## config.mk

```make
export PLATFORM = sky130hd
export DESIGN_NAME = lcd_timing_gen_flat
export DESIGN_NICKNAME = d
export VERILOG_FILES = /design/src/rtl/lcd_pkg.sv /design/src/rtl/lcd_timing_gen_if.sv /design/src/rtl/lcd_axis_counter.sv /design/src/rtl/lcd_timing_gen.sv /design/src/flat_wrapper.sv
export SDC_FILE = /design/constraint.sdc
export NUM_CORES = 1
export LEC_CHECK = 0
export ABC_AREA = 1
export CELL_PAD_IN_SITES_DETAIL_PLACEMENT = 2
export CELL_PAD_IN_SITES_GLOBAL_PLACEMENT = 2
export CORE_ASPECT_RATIO = 1.25
export CORE_MARGIN = 8
export CORE_UTILIZATION = 25
export DETAILED_ROUTE_END_ITERATION = 10
export PLACE_DENSITY = 0.79
export SYNTH_ARGS = -nofsm -noshare
export SYNTH_HDL_FRONTEND = slang
export SYNTH_SLANG_ARGS = --single-unit
```

## constraint.sdc

```tcl
create_clock -name clk -period 1.45 [get_ports clk]
set_clock_uncertainty 0.15 [all_clocks]
set_input_delay 0.29 -clock clk [delete_from_list [all_inputs] [get_ports clk]]
set_output_delay 0.29 -clock clk [all_outputs]
set_load 0.03 [all_outputs]
```

## src/rtl/lcd_pkg.sv

```systemverilog
// lcd_pkg: shared definitions for the 480x272 RGB LCD raster timing generator.
//  - Default horizontal/vertical timing (in clocks and lines).
//  - t_lcd_pixel: the 6/7/6 RGB pixel word carried on the pixel stream.
//  - sat_inc8: 8-bit saturating increment used by the underrun counter.
package lcd_pkg;

  localparam int LCD_H_ACTIVE = 480;
  localparam int LCD_H_FP     = 2;
  localparam int LCD_H_SYNC   = 41;
  localparam int LCD_H_BP     = 2;

  localparam int LCD_V_ACTIVE = 272;
  localparam int LCD_V_FP     = 2;
  localparam int LCD_V_SYNC   = 10;
  localparam int LCD_V_BP     = 2;

  typedef struct packed {
    logic [5:0] r;
    logic [6:0] g;
    logic [5:0] b;
  } t_lcd_pixel;

  localparam t_lcd_pixel LCD_BLACK = '{r: 6'd0, g: 7'd0, b: 6'd0};

  // Saturating increment: sticks at 255 instead of wrapping back to 0.
  function automatic logic [7:0] sat_inc8(input logic [7:0] value);
    return (value == 8'hFF) ? value : value + 8'd1;
  endfunction

endpackage

```

## src/rtl/lcd_timing_gen_if.sv

```systemverilog
// lcd_timing_gen_if: valid/ready pixel stream from the framebuffer line reader.
//  pixel_valid  producer -> sink  pixel_data holds a pixel
//  pixel_data   producer -> sink  {r[5:0], g[6:0], b[5:0]}
//  pixel_ready  sink -> producer  sink takes pixel_data this cycle if pixel_valid
//  master = line reader (producer), slave = lcd_timing_gen (sink).
interface lcd_timing_gen_if;
  import lcd_pkg::*;

  logic       pixel_valid;
  t_lcd_pixel pixel_data;
  logic       pixel_ready;

  modport master (output pixel_valid, output pixel_data, input pixel_ready);
  modport slave  (input pixel_valid, input pixel_data, output pixel_ready);

endinterface

```

## src/rtl/lcd_axis_counter.sv

```systemverilog
// lcd_axis_counter: one raster axis (horizontal or vertical).
//  Counts 0..TOTAL-1 on inc, wrapping with no gap cycle; clear forces 0.
//  Region order along the axis: active, front porch, sync, back porch.
//  Ports:
//   clk, reset  clock and synchronous active-high reset
//   inc         advance by one position
//   clear       force position to 0 on the next edge (wins over inc)
//   cnt         current position
//   wrap        inc while at the last position (position returns to 0)
//   active      position inside the active region
//   sync        position inside the sync pulse
module lcd_axis_counter #(
  parameter  int ACTIVE = 480,
  parameter  int FP     = 2,
  parameter  int SYNC   = 41,
  parameter  int BP     = 2,
  localparam int TOTAL  = ACTIVE + FP + SYNC + BP,
  localparam int CNT_W  = $clog2(TOTAL)
) (
  input  logic             clk,
  input  logic             reset,
  input  logic             inc,
  input  logic             clear,
  output logic [CNT_W-1:0] cnt,
  output logic             wrap,
  output logic             active,
  output logic             sync
);

  localparam logic [CNT_W-1:0] ZERO       = {CNT_W{1'b0}};
  localparam logic [CNT_W-1:0] ONE        = CNT_W'(1);
  localparam logic [CNT_W-1:0] LAST       = CNT_W'(TOTAL - 1);
  localparam logic [CNT_W-1:0] ACT_END    = CNT_W'(ACTIVE);
  localparam logic [CNT_W-1:0] SYNC_START = CNT_W'(ACTIVE + FP);
  localparam logic [CNT_W-1:0] SYNC_END   = CNT_W'(ACTIVE + FP + SYNC);

  logic [CNT_W-1:0] cnt_r;
  logic             wrap_s;
  logic             active_s;
  logic             sync_s;

  // Region decode and end-of-axis detection from the current position.
  always_comb begin
    wrap_s   = inc & (cnt_r == LAST);
    active_s = (cnt_r < ACT_END);
    sync_s   = (cnt_r >= SYNC_START) && (cnt_r < SYNC_END);
  end

  // Position counter: reset/clear to 0, otherwise advance and wrap.
  always_ff @(posedge clk) begin
    if (reset) begin
      cnt_r <= ZERO;
    end else if (clear) begin
      cnt_r <= ZERO;
    end else if (inc) begin
      cnt_r <= wrap_s ? ZERO : cnt_r + ONE;
    end else begin
      cnt_r <= cnt_r;
    end
  end

  assign cnt    = cnt_r;
  assign wrap   = wrap_s;
  assign active = active_s;
  assign sync   = sync_s;

endmodule

```

## src/rtl/lcd_timing_gen.sv

```systemverilog
// lcd_timing_gen: raster timing generator and pixel-stream sink for the
// 480x272 RGB LCD, running in the 9 MHz pixel-clock domain.
//  Ports:
//   clk, reset            pixel clock, synchronous active-high reset
//   enable                0 = timing idle (counters held at 0), 1 = run
//   brightness[7:0]       backlight duty in 1/256 units
//   pix (slave)           valid/ready pixel stream; pixel_ready is combinational
//   frame_start           1-cycle pulse aligned with the first pixel of a frame
//   underrun_count[7:0]   saturating count of active pixels with no data
//   lcd__hsync_n/vsync_n  active-low syncs
//   lcd__display_enable   data enable
//   lcd__red/green/blue   6/7/6 pixel, black when no pixel was taken
//   lcd__backlight        PWM backlight
//  All outputs except pixel_ready are registered, one cycle behind the counters.
module lcd_timing_gen
  import lcd_pkg::*;
#(
  parameter int H_ACTIVE = LCD_H_ACTIVE,
  parameter int H_FP     = LCD_H_FP,
  parameter int H_SYNC   = LCD_H_SYNC,
  parameter int H_BP     = LCD_H_BP,
  parameter int V_ACTIVE = LCD_V_ACTIVE,
  parameter int V_FP     = LCD_V_FP,
  parameter int V_SYNC   = LCD_V_SYNC,
  parameter int V_BP     = LCD_V_BP
) (
  input  logic                   clk,
  input  logic                   reset,
  input  logic                   enable,
  input  logic [7:0]             brightness,
  lcd_timing_gen_if.slave        pix,
  output logic                   frame_start,
  output logic [7:0]             underrun_count,
  output logic                   lcd__hsync_n,
  output logic                   lcd__vsync_n,
  output logic                   lcd__display_enable,
  output logic [5:0]             lcd__red,
  output logic [6:0]             lcd__green,
  output logic [5:0]             lcd__blue,
  output logic                   lcd__backlight
);

  localparam int H_W = $clog2(H_ACTIVE + H_FP + H_SYNC + H_BP);
  localparam int V_W = $clog2(V_ACTIVE + V_FP + V_SYNC + V_BP);
  localparam logic [H_W-1:0] H_ZERO = {H_W{1'b0}};
  localparam logic [V_W-1:0] V_ZERO = {V_W{1'b0}};

  logic [H_W-1:0] h_cnt_s;
  logic [V_W-1:0] v_cnt_s;
  logic           h_wrap_s;
  logic           h_active_s;
  logic           h_sync_s;
  logic           v_active_s;
  logic           v_sync_s;
  // End of frame is implied by h=0,v=0; the vertical wrap is not needed.
  logic           unused_v_wrap_s;

  logic           ready_s;
  logic           take_s;
  logic           starve_s;
  logic           first_s;

  logic           hsync_n_r;
  logic           vsync_n_r;
  logic           de_r;
  logic           frame_start_r;
  t_lcd_pixel     pixel_r;
  logic [7:0]     underrun_r;
  logic [7:0]     pwm_cnt_r;
  logic           backlight_r;

  // Counters run only while enabled; dropping enable parks them at 0.
  lcd_axis_counter #(
    .ACTIVE (H_ACTIVE),
    .FP     (H_FP),
    .SYNC   (H_SYNC),
    .BP     (H_BP)
  ) u_h_axis (
    .clk    (clk),
    .reset  (reset),
    .inc    (enable),
    .clear  (!enable),
    .cnt    (h_cnt_s),
    .wrap   (h_wrap_s),
    .active (h_active_s),
    .sync   (h_sync_s)
  );

  lcd_axis_counter #(
    .ACTIVE (V_ACTIVE),
    .FP     (V_FP),
    .SYNC   (V_SYNC),
    .BP     (V_BP)
  ) u_v_axis (
    .clk    (clk),
    .reset  (reset),
    .inc    (h_wrap_s),
    .clear  (!enable),
    .cnt    (v_cnt_s),
    .wrap   (unused_v_wrap_s),
    .active (v_active_s),
    .sync   (v_sync_s)
  );

  // Handshake decode. ready ignores pixel_valid: a missing pixel is dropped,
  // never waited for, so the raster timing cannot slip.
  always_comb begin
    ready_s  = enable & h_active_s & v_active_s;
    take_s   = ready_s & pix.pixel_valid;
    starve_s = ready_s & ~pix.pixel_valid;
    first_s  = enable & (h_cnt_s == H_ZERO) & (v_cnt_s == V_ZERO);
  end

  assign pix.pixel_ready = ready_s;

  // Raster output stage; syncs are gated by enable so a disable idles them at once.
  always_ff @(posedge clk) begin
    if (reset) begin
      hsync_n_r     <= 1'b1;
      vsync_n_r     <= 1'b1;
      de_r          <= 1'b0;
      frame_start_r <= 1'b0;
      pixel_r       <= LCD_BLACK;
    end else begin
      hsync_n_r     <= ~(enable & h_sync_s);
      vsync_n_r     <= ~(enable & v_sync_s);
      de_r          <= ready_s;
      frame_start_r <= first_s;
      pixel_r       <= take_s ? pix.pixel_data : LCD_BLACK;
    end
  end

  // Underrun counter: one count per starved active pixel, cleared only by reset.
  always_ff @(posedge clk) begin
    if (reset) begin
      underrun_r <= 8'd0;
    end else if (starve_s) begin
      underrun_r <= sat_inc8(underrun_r);
    end else begin
      underrun_r <= underrun_r;
    end
  end

  // Backlight PWM; free-running regardless of enable.
  always_ff @(posedge clk) begin
    if (reset) begin
      pwm_cnt_r   <= 8'd0;
      backlight_r <= 1'b0;
    end else begin
      pwm_cnt_r   <= pwm_cnt_r + 8'd1;
      backlight_r <= (pwm_cnt_r < brightness);
    end
  end

  assign frame_start         = frame_start_r;
  assign underrun_count      = underrun_r;
  assign lcd__hsync_n        = hsync_n_r;
  assign lcd__vsync_n        = vsync_n_r;
  assign lcd__display_enable = de_r;
  assign lcd__red            = pixel_r.r;
  assign lcd__green          = pixel_r.g;
  assign lcd__blue           = pixel_r.b;
  assign lcd__backlight      = backlight_r;

endmodule

```

## src/flat_wrapper.sv

```systemverilog
// flat-port wrapper written by rule: the top's interface ports become plain ports
module lcd_timing_gen_flat import lcd_pkg::*;
#(
  parameter int H_ACTIVE = LCD_H_ACTIVE,
  parameter int H_FP     = LCD_H_FP,
  parameter int H_SYNC   = LCD_H_SYNC,
  parameter int H_BP     = LCD_H_BP,
  parameter int V_ACTIVE = LCD_V_ACTIVE,
  parameter int V_FP     = LCD_V_FP,
  parameter int V_SYNC   = LCD_V_SYNC,
  parameter int V_BP     = LCD_V_BP
)
  (clk, reset, enable, brightness, frame_start, underrun_count, lcd__hsync_n, lcd__vsync_n, lcd__display_enable, lcd__red, lcd__green, lcd__blue, lcd__backlight, pix_pixel_valid, pix_pixel_data, pix_pixel_ready);
  lcd_timing_gen_if pix_i ();
  input  logic clk;
  input  logic reset;
  input  logic enable;
  input  logic [7:0] brightness;
  output logic frame_start;
  output logic [7:0] underrun_count;
  output logic lcd__hsync_n;
  output logic lcd__vsync_n;
  output logic lcd__display_enable;
  output logic [5:0] lcd__red;
  output logic [6:0] lcd__green;
  output logic [5:0] lcd__blue;
  output logic lcd__backlight;
  input wire logic [$bits(pix_i.pixel_valid)-1:0] pix_pixel_valid;
  input wire logic [$bits(pix_i.pixel_data)-1:0] pix_pixel_data;
  output wire logic [$bits(pix_i.pixel_ready)-1:0] pix_pixel_ready;
  assign pix_i.pixel_valid = pix_pixel_valid;
  assign pix_i.pixel_data = pix_pixel_data;
  assign pix_pixel_ready = pix_i.pixel_ready;
  lcd_timing_gen #(.H_ACTIVE(H_ACTIVE), .H_FP(H_FP), .H_SYNC(H_SYNC), .H_BP(H_BP), .V_ACTIVE(V_ACTIVE), .V_FP(V_FP), .V_SYNC(V_SYNC), .V_BP(V_BP)) u_core (.clk(clk), .reset(reset), .enable(enable), .brightness(brightness), .pix(pix_i), .frame_start(frame_start), .underrun_count(underrun_count), .lcd__hsync_n(lcd__hsync_n), .lcd__vsync_n(lcd__vsync_n), .lcd__display_enable(lcd__display_enable), .lcd__red(lcd__red), .lcd__green(lcd__green), .lcd__blue(lcd__blue), .lcd__backlight(lcd__backlight));
endmodule
```

==> impl_metrics.py, run 1 <==
metrics = {
    "power": {
        "totalPowerFinal_mw": 4.17,
        "vdd_ir_drop_max_mv": 0.770,
        "leakagePower_nw": 2.21,
        "power_density_nw_per_um2": 812,
    },
    "worst_setup_path": {
        "path_cells": "buf_6 > nor2_4 > nand2_4 > buf_12 > nor3_4 > nand2_1 > nand2_1 > nand2_1 > nor2_1",
        "critPathCaptureType": "flop",
        "arrival_ns": 1.85,
        "crit_type": "flop to flop",
        "r2r_start": "u_core.u_h_axis.cnt[7]",
        "crit_top_cell": "nand2_1",
        "slowest_delay_ns": 0.36,
        "critPathSlowestCell": "dfxtp_4",
        "cp_max_fo": 4,
        "cp-startpoint": "u_core.u_h_axis.cnt[7]",
        "required_ns": 1.57,
        "worstSetupStartpointType": "flop",
    },
    "global_route": {
        "overflow": 0,
        "grt_pass1_vias": 3820,
        "antenna_found_initial": 0,
        "grt_max_degree": 14,
        "grt_use_total_pct": 17.8,
        "grt_pass1_wl_mm": 20.6,
    },
    "route": {
        "drc": 0,
        "via_per_inst": 4.83,
        "drt-pass1-iter-count": 4,
        "drt-initial-drc-count": 46,
        "vias": 3245,
        "post_drt_wl_per_cell_um": 22.2,
        "routed_wirelength_mm": 14.9,
        "postRouteAntennaNets": 0,
    },
    "clock_network": {
        "root_buffer": "clkbuf_16",
        "numClockSinks": 59,
        "cts.htree.levels": 3,
        "numCtsBuffers": 9,
        "clk_pin_slew_worst_paths_ns": 0.06,
        "clock_latency_ns": 0.34,
        "clockBufferDepth": 2,
        "cts_tree": "yes",
    },
    "sta": {
        "hold_violations": 0,
        "fmax_ghz": 0.577,
        "post-route-period-util_pct": 120,
        "fin_tns_setup_ns": -8.49,
        "rsz0062_at_grt": "yes",
        "setup_viol": 51,
        "slew_viol_final": 0,
        "layout_setup_ws_ns": -0.284,
        "worstMarginPinSlew_ns": 0.468,
        "whs_ns": 0.311,
        "period_needed_ns": 1.73,
        "max-slew-margin-rel_pct": 68.8,
    },
    "floorplan": {
        "start_util_pct": 25.4,
        "die_h_um": 134,
        "dieArea_um2": 14900,
        "core_area_um2": 11000,
        "num_rows": 43,
        "ios": 64,
        "die_x_um": 111,
    },
    "synth": {
        "synth_top_cells_by_area": "dfxtp_1 (42%), nand2_1 (10%), inv_1 (9.2%)",
        "synth.distinct_cells": 28,
        "yosysMostFrequentCell": "nand2_1",
        "ys.flop_type": "dfxtp_1",
        "synth_top_cell_by_area": "dfxtp_1",
        "async_reset_ff_share_pct": 0,
        "yosysTopAreaCellShare_pct": 42.1,
        "synthCells": 383,
        "yosysWarnings": 0,
        "synth_common_cells": "nand2_1 (77), inv_1 (69), dfxtp_1 (59)",
        "synth_fp_nets": 428,
        "netlist_area_um2": 2800,
        "synth_edf_count": 0,
        "yosysSeqAreaShare_pct": 42.1,
        "synth_seq_cells": 59,
        "avgSynthCellArea_um2": 7.32,
    },
    "layout": {
        "drive_above_1_share_pct": 49.5,
        "fin_nets": 577,
        "final_area_um2": 5130,
        "n_fill_cell": 1191,
        "antenna_cells": 0,
        "area_delta_synth_final_pct": 83.2,
        "final_util_pct": 46.5,
    },
    "flow_run": {
        "max_cap_viol_count": 0,
    },
    "worst_hold_path": {
        "worstHoldStart": "u_core.pwm_cnt_r[0]",
        "holdCritPathClass": "flop to flop",
    },
    "placed_design": {
        "dpl_cell_area_um2": 4030,
        "globalplace.congestion": 0.814,
        "place.detailed.hpwl_mm": 8.01,
        "numPortBuffers": 63,
    },
    "status": {
        "status": "finished, violations left",
        "violations": "negative setup slack",
    },
}
[routing by layer]
| metal | up-vias | wire length [um] | track usage (%) |
|---|---|---|---|
| li1 | 1503 | - | - |
| met4 | 0 | 508 | 11.0 |
| met5 | - | 0 | 0 |
| met2 | 96 | 8310 | 33.9 |
| met3 | 37 | 730 | 5.67 |
| met1 | 1609 | 5390 | 16.0 |
[registers in the layout (all words and copies together), names as in the netlist]
| signal | cells |
|---|---|
| u_core.u_h_axis.cnt | 10 |
| u_core.u_v_axis.cnt | 9 |
| u_core.pwm_cnt_r | 8 |
| u_core.underrun_count | 8 |
| u_core.lcd__green | 7 |
| u_core.lcd__blue | 6 |
| u_core.lcd__red | 6 |
| u_core.frame_start | 1 |
| u_core.lcd__backlight | 1 |
| u_core.lcd__display_enable | 1 |
| u_core.lcd__hsync_n | 1 |
| u_core.lcd__vsync_n | 1 |
[stage by stage]
step | setup WS, ns | cells
6_report | -0.284 | 672
5_1_grt | -0.341 | 672
4_1_cts | -0.244 | 666
3_5_place_dp | -0.518 | 634
3_3_place_gp | -0.429 | 634
2_1_floorplan | -0.0231 | 383
[repair_timing]
item	CTS	global route
buffers inserted	18	9
pin swaps	20	36
cloned	2	1
gates resized for setup	64	121
endpoints found under the setup margin	51	58
hold buffers	0	0
[kinds of logic (layout without fill, tap and decap cells)]
group | Yosys count | after routing | share of synthesized area [%]
flops | 59 | 59 | 42.1
fa+ha+maj | 14 | 14 | 6.25
buf+inv | 74 | 225 | 10.8
simple gates | 193 | 196 | 31.9
compound gates | 35 | 35 | 6.43
xor+xnor | 8 | 8 | 2.50
[report_power, final]
part / switching (mW) / internal [mW]
Sequential: 0.0258 / 1.65
Combinational: 0.287 / 0.238
Clock: 0.774 / 1.19
Total: 1.09 / 3.08
[placed cells by master, fill, tap and decap left out, types with 3 or more instances in the layout]
cell / n
nor2_4: 30
a21oi_2: 14
clkbuf_16: 9
dfxtp_1: 38
inv_2: 9
nor2_2: 13
o21ai_0: 3
inv_4: 4
nand2_1: 60
ha_1: 7
nand3_4: 3
nand2_2: 11
dfxtp_4: 5
buf_6: 14
clkinv_2: 3
ha_4: 6
xor2_1: 4
buf_12: 8
o21ai_2: 4
nand3_2: 5
nor3_1: 4
clkdlybuf4s50_1: 26
nor2_1: 22
nand2_8: 4
dlygate4sd2_1: 3
buf_4: 84
inv_1: 58
nand3_1: 13
nand4_1: 14
nand2_4: 7
a21oi_1: 9
xnor2_1: 3
clkbuf_1: 3
dfxtp_2: 16
[worst max-delay path: cells and delay by family (launching register included)]
| family | cells | cell delay, ns |
|---|---|---|
| flip-flops | 1 | 0.36 |
| AND/OR/NAND/NOR | 7 | 0.88 |
| buffers and inverters | 2 | 0.26 |
[layout make-up]
type / instances / area (um^2) / share of cell area, %
flip-flops and latches: 59 / 1220 / 23.8
clock buffers: 13 / 250 / 4.87
multi-input cells: 253 / 1940 / 37.7
repair buffers: 138 / 1270 / 24.7
inverters: 71 / 277 / 5.39
well taps: 135 / 169 / 3.29
clock inverters: 3 / 15.0 / 0.292
[worst paths after layout]
check,end,slack [ns],depth (start not counted)
max reg2reg,u_core.u_v_axis.cnt[3],-0.28,9
min reg2reg,u_core.pwm_cnt_r[0],0.31,1
min,u_core.pwm_cnt_r[0],0.31,1
max,u_core.u_v_axis.cnt[3],-0.28,9
Power figures use the tool's default switching activity.
==> run 2: changes to the inputs <==
--- a/config.mk
+++ b/config.mk
@@ -16,3 +16,4 @@
 export SYNTH_ARGS = -nofsm -noshare
 export SYNTH_HDL_FRONTEND = slang
 export SYNTH_SLANG_ARGS = --single-unit
+export TNS_END_PERCENT = 30
==> constraint.sdc (replaced) <==
create_clock -name clk -period 1.45 [get_ports clk]
set_clock_uncertainty 0.15 [all_clocks]
set_input_delay 0.29 -clock clk [delete_from_list [all_inputs] [get_ports clk]]
set_output_delay 0.29 -clock clk [all_outputs]
set_load 0.02 [all_outputs]
==> run 2 against run 1 <==
  * Largest power group unchanged
  * Count of clock-buffer cells in the layout decreased by 3
  * Clock power increased by 17%
  * Hold slack got worse by 0.034 ns
  * Worst setup slack improved by 0.0062 ns
  * The flow still finishes with violations (negative setup slack)
==> impl_metrics.py, run 2 (synthesis gave the netlist of run 1 again) <==
metrics = {
    "sta": {
        "fmax_ghz": 0.579,
        "worstMarginPinSlew_ns": 0.319,
        "rsz0062_at_grt": "yes",
        "layout_setup_ws_ns": -0.278,
        "period_needed_ns": 1.73,
        "max-slew-margin-rel_pct": 78.6,
        "post-route-period-util_pct": 119,
        "whs_ns": 0.277,
        "setup_viol": 52,
        "hold_violations": 0,
        "slew_viol_final": 0,
    },
    "floorplan": {
        "num_rows": 43,
        "die_x_um": 111,
        "start_util_pct": 25.4,
        "ios": 64,
        "dieArea_um2": 14900,
        "core_area_um2": 11000,
        "die_h_um": 134,
    },
    "global_route": {
        "grt_pass1_wl_mm": 22.0,
        "grt_max_degree": 14,
        "overflow": 0,
        "antenna_found_initial": 1,
        "grt_use_total_pct": 19.3,
        "grt_pass1_vias": 3797,
    },
    "route": {
        "met2_length_mm": 8.66,
        "drt-pass1-iter-count": 4,
        "routed_wirelength_mm": 14.9,
        "drc": 0,
        "drt-initial-drc-count": 75,
        "via_per_inst": 4.84,
        "wl_met1_mm": 4.98,
        "vias": 3223,
        "top_layer": "met4",
        "postRouteAntennaNets": 0,
        "post_drt_wl_per_cell_um": 22.4,
        "dr_wl_met3_um": 661,
    },
    "power": {
        "power_density_nw_per_um2": 924,
        "leakagePower_nw": 2.09,
        "vdd_ir_drop_max_mv": 0.570,
        "totalPowerFinal_mw": 4.44,
    },
    "layout": {
        "largest_reg_flops": 10,
        "finalNonFillerCells": 666,
        "final_util_pct": 43.5,
        "area_delta_synth_final_pct": 71.2,
        "layout_common_cells": "nand2_1 (65), inv_1 (61), buf_4 (55), dfxtp_1 (41), clkdlybuf4s50_1 (29)",
        "drive_above_1_share_pct": 41.7,
        "fin_nets": 570,
        "mostFrequentLayoutCell": "nand2_1",
        "n_fill_cell": 1203,
    },
    "status": {
        "violations": "negative setup slack",
        "status": "finished, violations left",
    },
    "clock_network": {
        "clockBufferDepth": 2,
        "root_buffer": "clkbuf_16",
        "numCtsBuffers": 9,
        "clock_latency_ns": 0.36,
        "cts_tree": "yes",
        "numClockSinks": 59,
        "clk_pin_slew_worst_paths_ns": 0.06,
        "cts.htree.levels": 3,
    },
    "worst_setup_path": {
        "critPathCaptureType": "output port",
        "crit_type": "flop to output port",
        "reg2reg_depth": 10,
        "arrival_ns": 1.29,
        "cp-startpoint": "u_core.u_h_axis.cnt[5]",
        "r2r_start": "u_core.u_h_axis.cnt[6]",
        "cp_max_fo": 2,
        "rr_endpoint": "u_core.lcd__green[1]",
        "required_ns": 1.01,
        "worstSetupEndpoint": "pix_pixel_ready",
        "reg2reg_slack_ns": -0.24,
        "worstSetupStartpointType": "flop",
    },
    "placed_design": {
        "placed_cells": 635,
        "place.detailed.hpwl_mm": 7.92,
        "globalplace.congestion": 0.753,
        "numPortBuffers": 63,
    },
    "flow_run": {
        "max_cap_viol_count": 0,
    },
    "worst_hold_path": {
        "holdCritPathClass": "flop to flop",
    },
}
run 2: timing repair:
item | in CTS | in global routing
setup buffers | 9 | 4
endpoints found under the setup margin | 83 | 80
pin swaps | 21 | 12
gates cloned | 2 | 1
endpoints found under the hold margin | 0 | 0
hold buffers | 0 | 0
gates resized for setup | 136 | 84
run 2: metal layers:
metal	vias to the layer above	global-route usage [%]
met5	-	0
li1	1492	-
met2	86	38.1
met4	0	11.7
met1	1601	17.4
met3	44	4.33
run 2: worst max-delay path: stages, from the launching register on:
cell and delay [ns]:
dfxtp_2 0.37, nand2_2 0.09, nor2_4 0.15, nor2_4 0.06
and2_4 0.14, buf_6 0.12
run 2: final cells by class:
type / count / area [um^2] / share of cell area [%]
clock inverter: 6 / 65.1 / 1.36
clock buffer: 10 / 239 / 4.98
inverter: 71 / 269 / 5.60
tap: 135 / 169 / 3.52
sequential: 59 / 1210 / 25.1
multi-input combinational: 253 / 1750 / 36.4
timing repair buffer: 131 / 1100 / 22.9
antenna: 1 / 2.50 / 0.0521
run 2: power by group:
group | internal [mW] | switching [mW]
clock network | 1.38 | 0.919
registers | 1.65 | 0.0229
logic | 0.213 | 0.250
total | 3.24 | 1.19
run 2: per-stage QoR:
stage	setup WS [ns]	instance area [um^2]	setup TNS [ns]
6_report	-0.278	4800	-7.71
5_1_grt	-0.304	4800	-10.82
4_1_cts	-0.270	4680	-4.16
3_5_place_dp	-0.801	4040	-24.75
3_3_place_gp	-0.788	4040	-21.55
2_1_floorplan	0.00225	2840	0
run 2: worst min-delay path by stage:
stage / start / to / cells past startpoint
2_1_floorplan: reset / u_core.underrun_count[0] / 1
3_3_place_gp: u_core.u_h_axis.cnt[0] / u_core.u_h_axis.cnt[0] / 1
3_5_place_dp: u_core.u_h_axis.cnt[0] / u_core.u_h_axis.cnt[0] / 1
4_1_cts: u_core.u_h_axis.cnt[0] / u_core.u_h_axis.cnt[0] / 1
5_1_grt: u_core.u_h_axis.cnt[0] / u_core.u_h_axis.cnt[0] / 1
6_report: u_core.u_h_axis.cnt[0] / u_core.u_h_axis.cnt[0] / 1
==> run 3: changes to the inputs <==
--- a/config.mk
+++ b/config.mk
@@ -8,7 +8,6 @@
 export ABC_AREA = 1
 export CELL_PAD_IN_SITES_DETAIL_PLACEMENT = 2
 export CELL_PAD_IN_SITES_GLOBAL_PLACEMENT = 2
-export CORE_ASPECT_RATIO = 1.25
 export CORE_MARGIN = 8
 export CORE_UTILIZATION = 25
 export DETAILED_ROUTE_END_ITERATION = 10
==> run 3 against run 2 <==
  * The run still ends with negative setup slack left
  * Flip-flop and latch count is the same
  * Via count shrank 1.6%
  * Worst setup slack lost 0.026 ns
  * Maximum frequency shrank 1.5%
  * Core utilization shrank 1.1 points
  * Design area shrank 3.8%
  * Highest routed layer unchanged
  * Clock power shrank 33%
  * Critical endpoint unchanged
  * Largest power group is now sequential cells
==> impl_metrics.py, run 3 (synthesis gave the netlist of run 1 again) <==
metrics = {
    "route": {
        "drc": 0,
        "drt-pass1-iter-count": 4,
        "vias": 3170,
        "post_drt_wl_per_cell_um": 20.8,
        "drt-initial-drc-count": 75,
        "routed_wirelength_mm": 13.9,
        "via_per_inst": 4.74,
        "postRouteAntennaNets": 0,
    },
    "floorplan": {
        "num_rows": 38,
        "dieArea_um2": 14900,
        "core_area_um2": 10900,
        "die_h_um": 122,
        "die_x_um": 122,
        "start_util_pct": 25.7,
        "ios": 64,
    },
    "power": {
        "switchingPower_mw": 1.14,
        "seq_power_share_pct": 45.8,
        "clkPwrFrac_pct": 42.0,
        "vdd_ir_drop_max_mv": 0.370,
        "netSwitchingFraction_pct": 31.3,
        "leakagePower_nw": 2.04,
        "totalPowerFinal_mw": 3.65,
        "pwr-share-comb_pct": 12.2,
        "p_int_mw": 2.51,
        "power_density_nw_per_um2": 790,
    },
    "sta": {
        "setup_viol": 51,
        "post-route-period-util_pct": 121,
        "hold_violations": 0,
        "slew_viol_final": 0,
        "max-slew-margin-rel_pct": 81.7,
        "layout_setup_ws_ns": -0.304,
        "worstMarginPinSlew_ns": 0.272,
        "period_needed_ns": 1.75,
        "whs_ns": 0.296,
        "rsz0062_at_grt": "yes",
        "fmax_ghz": 0.570,
    },
    "clock_network": {
        "ctsHoldBuffers": 0,
        "root_buffer": "clkbuf_8",
        "numClockSinks": 59,
        "clockBufferDepth": 2,
        "cts_tree": "yes",
        "numCtsBuffers": 9,
        "cts.htree.levels": 3,
        "clock_latency_ns": 0.37,
        "clk_pin_slew_worst_paths_ns": 0.09,
    },
    "global_route": {
        "grt_max_degree": 20,
        "grt_pass1_wl_mm": 19.4,
        "overflow": 0,
        "antenna_found_initial": 0,
        "grt_pass1_vias": 3662,
        "grt_use_total_pct": 17.3,
    },
    "placed_design": {
        "numPortBuffers": 63,
        "globalplace.congestion": 0.805,
        "place.detailed.hpwl_mm": 7.75,
        "placed_cells": 641,
    },
    "worst_setup_path": {
        "cp_max_fo": 2,
        "required_ns": 1.01,
        "arrival_ns": 1.31,
        "critPathSlowestCell": "dfxtp_4",
        "crit_type": "flop to output port",
        "path_cells": "nand2_4 > nor2_4 > nor2_4 > and2_4 > buf_6",
        "slowest_delay_ns": 0.39,
        "reg2reg_depth": 9,
        "critPathCaptureType": "output port",
        "crit_top_cell": "nor2_4",
        "worstSetupStartpointType": "flop",
    },
    "status": {
        "status": "finished, violations left",
        "violations": "negative setup slack",
    },
    "layout": {
        "layout_common_cells": "nand2_1 (62), buf_4 (61), inv_1 (59), dfxtp_1 (42), nor2_1 (31)",
        "fin_nets": 569,
        "final_util_pct": 42.4,
        "mostFrequentLayoutCell": "nand2_1",
        "finalNonFillerCells": 669,
        "antenna_cells": 0,
        "largest_reg_flops": 10,
        "n_fill_cell": 1207,
        "area_delta_synth_final_pct": 64.8,
        "drive_above_1_share_pct": 43.1,
    },
    "worst_hold_path": {
        "holdCritPathClass": "primary input to flop",
        "hold_path_depth": 3,
    },
    "flow_run": {
        "max_cap_viol_count": 0,
    },
}
-- run 3: changes by cell type in the layout (fill, tap and decap cells not counted), moves of 4 or more --
cell             change
clkdlybuf4s15_2     +10
buf_4                +6
inv_6                +4
nor2_4               -8
nor2_1               +4
buf_2                +5
clkbuf_8             +8
clkbuf_16            -9
clkdlybuf4s15_1      -6
buf_6                -6
clkbuf_2             -8
nor2_2               +4
-- run 3: through the flow --
stage / setup WS, ns / area [um^2] / setup TNS [ns]
2_1_floorplan: 0.00225 / 2840 / 0
3_3_place_gp: -0.804 / 4050 / -20.70
3_5_place_dp: -0.813 / 4050 / -22.89
4_1_cts: -0.289 / 4460 / -3.94
5_1_grt: -0.367 / 4620 / -12.19
6_report: -0.304 / 4620 / -8.65
-- run 3: worst paths after layout --
| path | slack, ns | start | endpoint |
|---|---|---|---|
| setup reg to reg | -0.29 | u_core.u_h_axis.cnt[6] | u_core.u_v_axis.cnt[2] |
| hold reg to reg | 0.31 | u_core.pwm_cnt_r[0] | u_core.pwm_cnt_r[0] |
| hold / removal | 0.30 | pix_pixel_data[18] | u_core.lcd__red[5] |
| setup / recovery | -0.30 | u_core.u_h_axis.cnt[6] | pix_pixel_ready |
-- run 3: per-layer routing --
layer	GRT usage [%]	up-vias	share of wire [%]
met5	0	-	0
met2	33.3	77	55
met4	9.18	0	4.3
met1	16.4	1573	37
li1	-	1483	-
met3	4.49	37	3.5
-- run 3: layout make-up --
class                           instances  area, um^2  area share [%]
Inverter                               71         269            5.82
Multi-Input combinational cell        252        1680            36.4
Clock inverter                          7        57.6            1.25
Sequential cell                        59        1210            26.1
Timing Repair Buffer                  131        1100            23.9
Clock buffer                            9         124            2.68
Tap cell                              140         175            3.79
-- run 3: power by group through the flow --
stage	clock network [mW]	logic (mW)	registers, mW
after detailed placement	0	0.365	1.71
after floorplan	0	0.124	1.73
after CTS	1.56	0.396	1.67
after global placement	0	0.348	1.71
final	1.53	0.446	1.67
after global routing	1.65	0.477	1.67
-- run 3: what timing repair did --
item	CTS	global route
pin swaps	18	14
gates cloned	0	2
buffers inserted	7	5
gates resized for setup	154	69
hold endpoints to repair	0	0
setup endpoints to repair	83	66
-- run 3: worst max-delay path: cells and delay by family (launching register included) --
| family | cells | cell delay [ns] |
|---|---|---|
| flip-flops | 1 | 0.39 |
| buffers and inverters | 1 | 0.13 |
| AND/OR/NAND/NOR | 4 | 0.43 |
==> edit, RTL diff (settings of run 3) <==
Change the package constant `LCD_V_BP` from 2 to 1.
--- a/src/rtl/lcd_pkg.sv
+++ b/src/rtl/lcd_pkg.sv
@@ -13,5 +13,5 @@
   localparam int LCD_V_FP     = 2;
   localparam int LCD_V_SYNC   = 10;
-  localparam int LCD_V_BP     = 2;
+  localparam int LCD_V_BP     = 1;
 
   typedef struct packed {
Formal check against the unedited RTL: no difference found for any inputs over 10 cycles, from zero or initial values and one cycle with reset high; that may be too few to reach the edited logic, so the function may still have changed.
==> edit against run 3 <==
The flow still finishes with violations (negative setup slack). Routed wire length decreased by 20%. Worst setup slack improved by 0.085 ns. Total power increased by 20%. Sequential cell count unchanged. First-iteration DRC count increased by 36%. Maximum frequency increased by 5.1%. Area after synthesis increased by 2.8%. Design area increased by 2.5%. Clock power increased by 49%.
==> edit: results (changes against run 3) <==
# fillers: 1253 (was 1207)
Vias in the first global route: 3565 (was 3662)
GR Layer Usage met2: 0.266 (was 0.333)
RR Endpoint: u_core.underrun_count[4]$_SDFFE_PP0P_ (was u_core.u_v_axis.cnt[2]$_SDFFE_PP0P_)
Compound-Gate Fraction of Synth Area: 0.0686 (was 0.0643)
Vias after detailed routing: 3007 (was 3170)
Setup crit end: pix_pixel_ready (unchanged)
Violated checks: negative setup slack (unchanged)
Met3 global-route usage: 0.0671 (was 0.0449)
Setup tns final: -3.51 ns (was -8.65 ns)
First-pass DRT Iterations: 6 (was 4)
# resized after CTS: 101 (was 154)
Later-pin clock latency in the skew report: 0.34 ns (was 0.37 ns)
Routed WL per cell: 16.6 um (was 20.8 um)
Hold Path Class: in -> reg (unchanged)
Pint: 3.36 mW (was 2.51 mW)
XOR/XNOR share of the synthesized area: 0.0213 (was 0.0250)
Post-DP HPWL: 7890 um (was 7750 um)
Endpoints failing setup: 36 (was 51)
DR iter-0 viols: 102 (was 75)
Place WS: -0.762 ns (was -0.813 ns)
Share of cells above drive strength 1: 0.380 (was 0.431)
Post-CTS Setup Inserts: 0 (was 7)
Clock transition at path regs: 0.05 ns (was 0.09 ns)
Largest stage delay on the critical path: 0.37 ns (was 0.39 ns)
Worst ir drop on vdd: 0.640 mV (was 0.370 mV)
Max_slew headroom: 0.799 (was 0.817)
Final wirelength: 11100 um (was 13900 um)
First-pass GRT wire length: 17100 um (was 19400 um)
Post-DP Area: 4130 um2 (was 4050 um2)
Slowest cell on the critical path: dfxtp_1 (was dfxtp_4)
P_comb: 0.429 mW (was 0.446 mW)
M1 GR Usage: 0.138 (was 0.164)
Max reg flops: 10 (unchanged)
Top post-synthesis cells by area: dfxtp_1, nand2_1, inv_1 (unchanged)
Leak: 2.11 nW (was 2.04 nW)
Status: finished, violations left (unchanged)
Largest net degree at the start of global routing: 11 (was 20)
Worst EP arrival: 1.23 ns (was 1.31 ns)
Fin worst setup slack: -0.219 ns (was -0.304 ns)
Avg Cell Area, Syn: 7.50 um2 (was 7.32 um2)
GR Util All Layers: 0.145 (was 0.173)
Cells on worst reg2reg path: 8 (was 9)
Cell variety after synth: 33 (was 28)
Util after Layout: 0.418 (was 0.424)
Final net count: 563 (was 569)
Sequential share of the synthesized area: 0.410 (was 0.421)
Hold EP: u_core.lcd__green[1]$_SDFF_PP0_ (was u_core.lcd__red[5]$_SDFF_PP0_)
Hold Startpoint: pix_pixel_data[7] (was pix_pixel_data[18])
CP top delay family: flip-flops (was simple AND/OR/NAND/NOR gates)
Routability cong.: 0.747 (was 0.805)
Switching pwr: 1.02 mW (was 1.14 mW)
Multiplexer share of the synthesized area: 0 (unchanged)
Inst Count DP: 646 (was 641)
Min Hold Slack: 0.324 ns (was 0.296 ns)
Post-Synth Adder-Cell Area: 0.0565 (was 0.0625)
Post-synth top cells: nand2_1, inv_1, dfxtp_1 (unchanged)
Clock group total power: 2.28 mW (was 1.53 mW)
Number of synthesis warnings: 0 (unchanged)
R2R Setup Slk: -0.18 ns (was -0.29 ns)
## edit: cell types whose count changed after synthesis, sizes merged, moves of 2 or more
cell	delta
o21ai	+3
inv	-2
nand4	-5
nand3b	+2
a21oi	-4
nor3	-2
xnor2	-2
nor2	+8
## edit: cells by family (layout without fill, tap and decap cells)
family | Yosys count | in the layout
xor+xnor | 7 | 7
fa+ha+maj | 13 | 13
simple gates | 196 | 196
buf+inv | 72 | 211
flops | 59 | 59
compound gates | 37 | 37
## edit: final cells by class
type,count,share of cell area
clock buffer,10,0.0484
clock inverter,5,0.0167
inverter,69,0.0552
multi-input combinational,253,0.358
sequential,59,0.254
tap,143,0.0378
timing repair buffer,127,0.231
## edit: per-layer routing
metal	up-vias	routed length, um	share of wire
met5	-	0	0
met4	0	198	0.018
met3	18	709	0.064
met2	59	6010	0.54
met1	1466	4140	0.37
li1	1464	-	-
